## src/rtl/fetch_controller.sv

```systemverilog
// fetch_controller
// ----------------
// Instruction fetch sequencer for the 16-bit core. Owns the fetch PC, drives
// the byte address into a combinational instruction ROM, buffers fetched
// {instruction, pc} pairs in a small prefetch queue and hands them to decode.
// Also handles branch redirects, halt detection ("B stop") and address faults.
//
// Ports:
//   clk            in   rising-edge clock
//   reset          in   synchronous, active-high reset
//   imem_addr      out  byte address to the ROM (always equals fetch_pc)
//   imem_instr     in   ROM data for imem_addr, same cycle
//   redirect_valid in   branch taken: flush queue, load fetch_pc
//   redirect_addr  in   branch target byte address
//   out_valid      out  queue head holds an instruction
//   out_instr      out  head instruction
//   out_pc         out  byte address of head instruction
//   out_ready      in   decode accepts the head this cycle
//   halted         out  halt instruction enqueued, fetching stopped
//   fault          out  bad fetch address seen, fetching stopped
//
// Handshake: a transfer to decode happens on a rising edge where out_valid
// and out_ready are both high. out_valid never depends on out_ready, and
// once raised it stays high until the transfer completes, except that a
// redirect withdraws it (the queue is flushed and the transfer is dropped).
module fetch_controller #(
    parameter int          DEPTH      = 4,
    parameter logic [15:0] RESET_PC   = 16'h0000,
    parameter int          MEM_BYTES  = 264,
    parameter logic [15:0] HALT_INSTR = 16'hE000
) (
    input  logic        clk,
    input  logic        reset,
    output logic [15:0] imem_addr,
    input  logic [15:0] imem_instr,
    input  logic        redirect_valid,
    input  logic [15:0] redirect_addr,
    output logic        out_valid,
    output logic [15:0] out_instr,
    output logic [15:0] out_pc,
    input  logic        out_ready,
    output logic        halted,
    output logic        fault
);

    localparam int PW = $clog2(DEPTH);
    localparam int CW = PW + 1;
    localparam logic [31:0] MEM_LIMIT = MEM_BYTES;

    localparam logic [1:0] ST_RUN   = 2'd0;
    localparam logic [1:0] ST_HALT  = 2'd1;
    localparam logic [1:0] ST_FAULT = 2'd2;

    logic [1:0]    state;
    logic [15:0]   fetch_pc;
    logic [PW-1:0] head;
    logic [PW-1:0] tail;
    logic [CW-1:0] count;
    logic [15:0]   instr_q [DEPTH];
    logic [15:0]   pc_q    [DEPTH];

    logic full;
    logic pop;
    logic pc_bad;
    logic fetch;
    logic run_fault;

    // An address is unusable if misaligned or if the halfword read would run
    // past the end of the ROM. Compared in 32 bits so pc+2 cannot wrap.
    function automatic logic addr_bad(input logic [15:0] a);
        return (a[1:0] != 2'b00) || (({16'h0000, a} + 32'd2) > MEM_LIMIT);
    endfunction

    assign imem_addr = fetch_pc;
    assign out_valid = (count != '0);
    assign out_instr = instr_q[head];
    assign out_pc    = pc_q[head];
    assign halted    = (state == ST_HALT);
    assign fault     = (state == ST_FAULT);

    assign full      = (count == CW'(DEPTH));
    assign pop       = out_valid && out_ready && !redirect_valid;
    assign pc_bad    = addr_bad(fetch_pc);
    // A full queue may still accept a fetch when the head leaves this cycle.
    assign fetch     = (state == ST_RUN) && !redirect_valid && !pc_bad && (!full || pop);
    assign run_fault = (state == ST_RUN) && !redirect_valid && pc_bad;

    always_ff @(posedge clk) begin
        if (reset) begin
            state    <= ST_RUN;
            fetch_pc <= RESET_PC;
            head     <= '0;
            tail     <= '0;
            count    <= '0;
            // Storage is cleared so out_instr/out_pc are defined while empty.
            for (int i = 0; i < DEPTH; i++) begin
                instr_q[i] <= 16'h0000;
                pc_q[i]    <= 16'h0000;
            end
        end else if (redirect_valid) begin
            // Flush: any concurrent pop is dropped and nothing is fetched.
            count    <= '0;
            head     <= '0;
            tail     <= '0;
            fetch_pc <= redirect_addr;
            state    <= addr_bad(redirect_addr) ? ST_FAULT : ST_RUN;
        end else begin
            if (pop) begin
                head <= head + PW'(1);
            end
            if (fetch) begin
                instr_q[tail] <= imem_instr;
                pc_q[tail]    <= fetch_pc;
                tail          <= tail + PW'(1);
                // The halt instruction is still delivered; the PC parks on it.
                if (imem_instr == HALT_INSTR) begin
                    state <= ST_HALT;
                end else begin
                    fetch_pc <= fetch_pc + 16'd4;
                end
            end else if (run_fault) begin
                state <= ST_FAULT;
            end
            case ({fetch, pop})
                2'b10:   count <= count + CW'(1);
                2'b01:   count <= count - CW'(1);
                default: count <= count;
            endcase
        end
    end

endmodule

```

## config.mk

```make
export PLATFORM = sky130hd
export DESIGN_NAME = fetch_controller
export DESIGN_NICKNAME = d
export VERILOG_FILES = /design/src/rtl/fetch_controller.sv
export SDC_FILE = /design/constraint.sdc
export NUM_CORES = 1
export LEC_CHECK = 0
export CORE_MARGIN = 1.5
export CORE_UTILIZATION = 38
export CTS_CLUSTER_DIAMETER = 60
export DETAILED_ROUTE_END_ITERATION = 7
export PLACE_DENSITY = 0.54
export SYNTH_ARGS = -nofsm -noshare
export SYNTH_HDL_FRONTEND = slang
export SYNTH_SLANG_ARGS = --single-unit
```

## constraint.sdc

```tcl
create_clock -name clk -period 5.8 [get_ports clk]
set_clock_uncertainty 0.2 [all_clocks]
set_input_delay 0.87 -clock clk [delete_from_list [all_inputs] [get_ports clk]]
set_output_delay 0.87 -clock clk [all_outputs]
set_load 0.01 [all_outputs]
```

==> results of run 1 <==
## layout by cell type (no fill, tap or decap), drive strengths merged, types with 3 or more instances in the layout
cell type and instances:
a21oi 5, dfxtp 27, conb 36, xor2 3, nor2b 3, buf 12, o211ai 3, bufinv 4
mux2i 9, nor4 3, clkdlybuf4s50 86, or3 4, a211oi 5, a31oi 4, nor2 75, ha 4
o221ai 3, nand3 11, nor3b 3, nand4 8, nor3 54, o31ai 6, nand2 37, o21ai 8
mux4 32, xnor2 5, clkbuf 17, clkinv 10, and3 11, edfxtp 128, inv 10
## metal layers
metal	share of wire [%]	wire length, um	up-vias
met3	4.7	801	27
li1	-	-	2253
met5	0	0	-
met4	1.9	319	0
met2	50	8475	136
met1	44	7405	2393
## cells by family after synthesis
group	synth area share [%]
AOI/OAI and AO/OA	5.947
DFF	61.65
and+or+nand+nor	15.73
buffers and inverters	3.096
muxes	11.56
xor gates and xnor gates	0.9853
other	0.05273
adders and majority gates	0.9853
## flip-flops by register name, summed over array words and instances, names as in the netlist, named ones only
register / count
count: 3
pc_q: 64
instr_q: 64
state: 2
tail: 2
imem_addr: 16
head: 2
## synthesized netlist by cell type, types with 4 or more instances
cell type,count
sky130_fd_sc_hd__o31ai_1,6
sky130_fd_sc_hd__a21oi_1,5
sky130_fd_sc_hd__inv_1,9
sky130_fd_sc_hd__nand4_1,7
sky130_fd_sc_hd__buf_1,8
sky130_fd_sc_hd__dfxtp_1,27
sky130_fd_sc_hd__nor3_2,11
sky130_fd_sc_hd__nor3_1,43
sky130_fd_sc_hd__o21ai_0,8
sky130_fd_sc_hd__mux2i_1,9
sky130_fd_sc_hd__clkbuf_1,14
sky130_fd_sc_hd__buf_6,4
sky130_fd_sc_hd__ha_1,4
sky130_fd_sc_hd__edfxtp_1,128
sky130_fd_sc_hd__nand2_1,36
sky130_fd_sc_hd__nor2_1,74
sky130_fd_sc_hd__a31oi_1,4
sky130_fd_sc_hd__nand3_1,10
sky130_fd_sc_hd__mux4_2,32
sky130_fd_sc_hd__a211oi_1,4
sky130_fd_sc_hd__buf_2,8
sky130_fd_sc_hd__and3_1,11
sky130_fd_sc_hd__xnor2_1,5
## stage by stage
| step | hold slack [ps] | util, % |
|---|---|---|
| global route | 334.7 | 49.37 |
| finish | 308.1 | 49.37 |
| global placement | 285.8 | 46.04 |
| CTS | 309.3 | 49.37 |
| floorplan | 261.9 | - |
| detailed placement | 298.8 | 46.04 |
## area by class of cell
cell class | count | area share [%]
sequential | 155 | 48.95
multi-input combinational | 365 | 29.86
timing repair buffer | 98 | 10.75
clock buffer | 17 | 4.749
tap | 229 | 3.198
clock inverter | 14 | 1.983
inverter | 12 | 0.5028
## where the power goes
part / switching (uW) / leakage (uW) / internal [uW]
Clock: 431 / 0.000289 / 711
Combinational: 125 / 0.00123 / 104
Sequential: 27.7 / 0.00153 / 1260
Total: 583 / 0.00305 / 2070
## how the worst max path moves through the flow
| stage | startpoint | depth (start not counted) | to |
|---|---|---|---|
| after floorplan | imem_addr[3] | 9 | instr_q[3][0] |
| after global placement | redirect_valid | 6 | pc_q[2][14] |
| after detailed placement | redirect_valid | 6 | pc_q[2][15] |
| after CTS | imem_addr[3] | 8 | pc_q[2][0] |
| after global routing | imem_addr[3] | 8 | pc_q[2][0] |
| final | imem_addr[3] | 8 | pc_q[2][3] |
## worst max-delay path: cells and delay by family, from the launching register on
family | cells | cell delay (ps)
DFF | 1 | 510
and+or+nand+nor | 3 | 780
buffers and inverters | 1 | 390
adders and majority gates | 1 | 380
AOI/OAI and AO/OA | 3 | 1420
==> results.yml, run 1 <==
global_route:
  grt_start_max_net_pins: 36
  grt_antenna_before_repair: 0
  globalRouteTotalUtil_pct: 18.37
  first_global_vias: 5017
  groute.layer.met2.usage_pct: 30.92
  grt_util_met1_pct: 23.32
  grt_overflow: 0
  global_route_wire_length_before_repair_um: 27450
  grt_most_used_layer: "met2"
  grt.met3_usage_pct: 3.992
worst_hold_path:
  min-delay-start: "count[2]"
  worst_hold_check_path_type: "reg -> reg"
  hold-path-cell-count: 2
  min_to: "count[2]"
setup_path:
  timing.critical_path.to_type: "flop"
  critPathRequiredTime_ps: 5700
  cp_max_fo: 19
  setup.reg_to_reg.worst_slack_ps: 1780
  cp_data_arrival_time_ps: 3920
  reg2reg_to: "pc_q[2][3]"
  r2r_cells: 8
  critical_path.max_stage_delay_ps: 610
  path_class: "reg -> reg"
  crit_path_top_delay_cell: "sky130_fd_sc_hd__o21ai_4"
  crit-reg2reg-launch: "imem_addr[3]"
  crit_path_cell_trace: "ha_1, nand3_1, a2111oi_0, and3_1, o2111a_2, nand3_2, o21ai_4, buf_4"
  startpoint_class_of_the_critical_path: "flop"
synth:
  synth_top_cells_by_area: "sky130_fd_sc_hd__edfxtp_1, sky130_fd_sc_hd__mux4_2, sky130_fd_sc_hd__dfxtp_1"
  post_synth_num_cell_types: 67
  postSynthAreaPerCell_um2: 13.37
  ys.flop_type: "sky130_fd_sc_hd__edfxtp_1"
  synth_warnings: 0
  ys_seq_elements: 155
  synth_cells: 532
  synth-edff-count: 128
  synthesis.area_um2: 7112
  synthArstFlopShare_pct: 0
  yosys.area.top_type: "sky130_fd_sc_hd__edfxtp_1"
  synth_sequential_area_ratio_pct: 61.65
  synth_top_cell_area_share_pct: 54.05
sta:
  max_freq_mhz: 248.8
  min_period_over_period_pct: 69.29
  final_hold_viol_count: 0
  max_slew.worst_pin.slew_ps: 843.5
  unrepaired_setup_endpoints_after_global_routing: "no"
  postLayoutSetupSlackWorst_ps: 1781
  final_max_slew_viol_count: 0
  maxSlewHeadroom_pct: 43.59
  setup-tns-final_ps: 0
  setup_viol_count_final: 0
  final_period_minus_worst_setup_slack_ps: 4019
cts:
  post_cts_setup_repair_bufs: 0
  clk_slew_on_worst_s_h_paths_ps: 60
  postCtsResizedCells: 0
  cts.path.max_buffers: 2
  h_tree_depth: 4
  worstSkewPairLatency_ps: 420
  tritoncts: "yes"
  cts_root_buffer: "sky130_fd_sc_hd__clkbuf_16"
  cts_made_buffers: 17
  cts.sink_count: 155
  cts.hold.buffers_added: 0
power:
  maximum_ir_drop_on_the_vdd_rail_uv: 206.0
  power_per_cell_area_nw_per_um2: 296.6
  finalPower_uw: 2657
  p_leak_uw: 0.003052
cells_and_area:
  finalInstanceArea_um2: 8959
  layout-area-overhead-vs-synth_pct: 25.97
  post_route_cells_drive_above_1_share_pct: 14.67
  n_antenna_cell: 0
  finalNonFillerCells: 890
  register_cell_area_after_layout_um2: 4385
  multiInputGateArea_um2: 2675
  final_nets: 690
  final.fill_count: 1598
route:
  dr.pass1.iters: 7
  totalWireLength_um: 17000
  vias_per_cell: 5.403
  detailedRoute.firstIterationViolations: 319
  wire_per_inst_um: 19.10
  ant_nets: 0
  post-route-drc-count: 6
  via_count: 4809
job:
  max_cap_viol_count: 0
place:
  preCtsSetupSlack_ps: 1696
  dpl-instance-area_um2: 8356
  finalWeightedCongestion: 0.8612
  numPlacedInstances: 859
  detailed_place_hpwl_um: 10950
  numPortBuffers: 86
outcome:
  violations: "design-rule violations"
  run_status: "finished, violations left"
floorplanning:
  num_io_pins: 87
  rows: 49
  die_extent_in_y_um: 139.8
  dieArea_um2: 19550
  die_w_um: 139.8
  placeableCoreArea_um2: 18150
  start_util_pct: 39.19
No activity file was read; power rests on OpenSTA's default activity.
==> inputs of run 2 (changes only) <==
Clock period 5.8 ns to 3.87 ns, I/O delays scaled along.
==> run 2 against run 1 <==
Net effect: utilization up 0.24 points; the run still ends with design-rule violations left; count of clock-buffer cells in the layout increased by 2; critical path type unchanged; sequential power is 50% higher; combinational power increased by 53%; largest power group unchanged.
==> results.yml, run 2 (synthesized netlist as in run 1, its figures left out) <==
outcome:
  run_status: "finished, violations left"
  violations: "design-rule violations"
place:
  dpl-instance-area_um2: 8428
  finalWeightedCongestion: 0.8455
  detailed_place_hpwl_um: 11280
  numPortBuffers: 86
  numPlacedInstances: 867
sta:
  max_slew.worst_pin.slew_ps: 656.4
  maxSlewHeadroom_pct: 56.08
  setup_viol_count_final: 0
  final_hold_viol_count: 0
  final_period_minus_worst_setup_slack_ps: 3413
  unrepaired_setup_endpoints_after_global_routing: "no"
  min_period_over_period_pct: 88.20
  max_freq_mhz: 293.0
  final_max_slew_viol_count: 0
setup_path:
  cp_max_fo: 32
  startpoint_class_of_the_critical_path: "flop"
  timing.critical_path.to_type: "flop"
  path_class: "reg -> reg"
  cp_data_arrival_time_ps: 3330
  critPathRequiredTime_ps: 3790
cells_and_area:
  finalNonFillerCells: 899
  final_cell_mix: "sky130_fd_sc_hd__edfxtp_1, sky130_fd_sc_hd__clkdlybuf4s50_1, sky130_fd_sc_hd__nor2_1, sky130_fd_sc_hd__nor3_1"
  multiInputGateArea_um2: 2675
  final_common_cell: "sky130_fd_sc_hd__edfxtp_1"
  finalInstanceArea_um2: 9002
  register_cell_area_after_layout_um2: 4385
  n_antenna_cell: 0
  post_route_cells_drive_above_1_share_pct: 15.97
  final.fill_count: 1625
  final_nets: 698
  layout-area-overhead-vs-synth_pct: 26.58
route:
  ant_nets: 0
  post-route-drc-count: 7
  detailedRoute.firstIterationViolations: 305
  wire_per_inst_um: 19.01
  vias_per_cell: 5.330
  totalWireLength_um: 17090
  dr.pass1.iters: 7
  via_count: 4792
cts:
  cts.hold.buffers_added: 0
  tritoncts: "yes"
  cts_made_buffers: 17
  cts_root_buffer: "sky130_fd_sc_hd__clkbuf_16"
  h_tree_depth: 4
  post_cts_setup_repair_bufs: 0
  clk_slew_on_worst_s_h_paths_ps: 60
  worstSkewPairLatency_ps: 430
  cts.path.max_buffers: 2
  cts.sink_count: 155
  postCtsResizedCells: 0
power:
  power_per_cell_area_nw_per_um2: 433.3
  p_leak_uw: 0.003068
  maximum_ir_drop_on_the_vdd_rail_uv: 306.5
  finalPower_uw: 3900
floorplanning:
  dieArea_um2: 19550
  start_util_pct: 39.19
  placeableCoreArea_um2: 18150
  die_extent_in_y_um: 139.8
  die_w_um: 139.8
  num_io_pins: 87
  rows: 49
worst_hold_path:
  worst_hold_check_path_type: "reg -> reg"
global_route:
  first_global_vias: 5000
  grt_start_max_net_pins: 33
  global_route_wire_length_before_repair_um: 27490
  globalRouteTotalUtil_pct: 18.59
  grt_overflow: 0
  grt_antenna_before_repair: 0
job:
  max_cap_viol_count: 0
run 2: cell count changes in the layout (fill, tap and decap cells not counted), moves of 2 or more:
cell and delta:
sky130_fd_sc_hd__clkinvlp_4 +3, sky130_fd_sc_hd__clkinv_1 -3, sky130_fd_sc_hd__buf_4 +7, sky130_fd_sc_hd__bufinv_16 -2
sky130_fd_sc_hd__inv_6 +3, sky130_fd_sc_hd__clkbuf_1 +2
run 2: worst max-delay path, cell delays in order (launching register included):
cell	delay, ps
sky130_fd_sc_hd__dfxtp_1	480
sky130_fd_sc_hd__ha_1	350
sky130_fd_sc_hd__nand3_1	100
sky130_fd_sc_hd__a2111oi_0	430
sky130_fd_sc_hd__and3_1	240
sky130_fd_sc_hd__o2111a_2	400
sky130_fd_sc_hd__nand2_2	110
sky130_fd_sc_hd__buf_4	280
sky130_fd_sc_hd__o31ai_4	240
sky130_fd_sc_hd__buf_12	270
run 2: metrics by stage:
step | hold slack [ps] | TNS (ps) | util (%) | setup WS [ps]
detailed placement | 301.1 | 0 | 46.44 | 496.5
finish | 316.8 | 0 | 49.61 | 456.8
global placement | 276.0 | 0 | 46.44 | 484.4
floorplan | 261.9 | -12350 | - | -193.0
global route | 346.0 | 0 | 49.61 | 165.9
CTS | 309.6 | 0 | 49.61 | 477.1
run 2: power by group:
group | leakage [uW] | internal, uW | switching, uW | total (uW)
sequential | 0.00153 | 1890 | 41.6 | 1930
clock | 0.000264 | 952 | 671 | 1620
combinational | 0.00127 | 162 | 187 | 350
total | 0.00307 | 3000 | 900 | 3900
run 2: layer usage:
layer  up-vias  part of all wire, %  wire [um]  global-route usage [%]
met1      2370                   44       7516                   23.21
met3        14                  5.1        877                   4.783
met2       134                   50       8519                   31.66
li1       2274                    -          -                       -
met4         0                  1.0        174                   5.983
met5         -                    0          0                       0
run 2: path summary, 6_finish.rpt:
kind                              startpoint       endpoint  slack (ps)  cells after the start
worst min register to register      count[2]       count[2]         320                      2
worst min-delay path                count[2]       count[2]         320                      2
worst max-delay path            imem_addr[3]  instr_q[3][6]         460                      9
worst max register to register  imem_addr[3]  instr_q[3][6]         460                      9
run 2: area by class of cell:
cell class | instances | area share [%]
Multi-Input combinational cell | 365 | 29.72
Clock inverter | 13 | 1.571
Sequential cell | 155 | 48.71
Timing Repair Buffer | 106 | 11.51
Inverter | 12 | 0.5003
Clock buffer | 19 | 4.809
Tap cell | 229 | 3.183
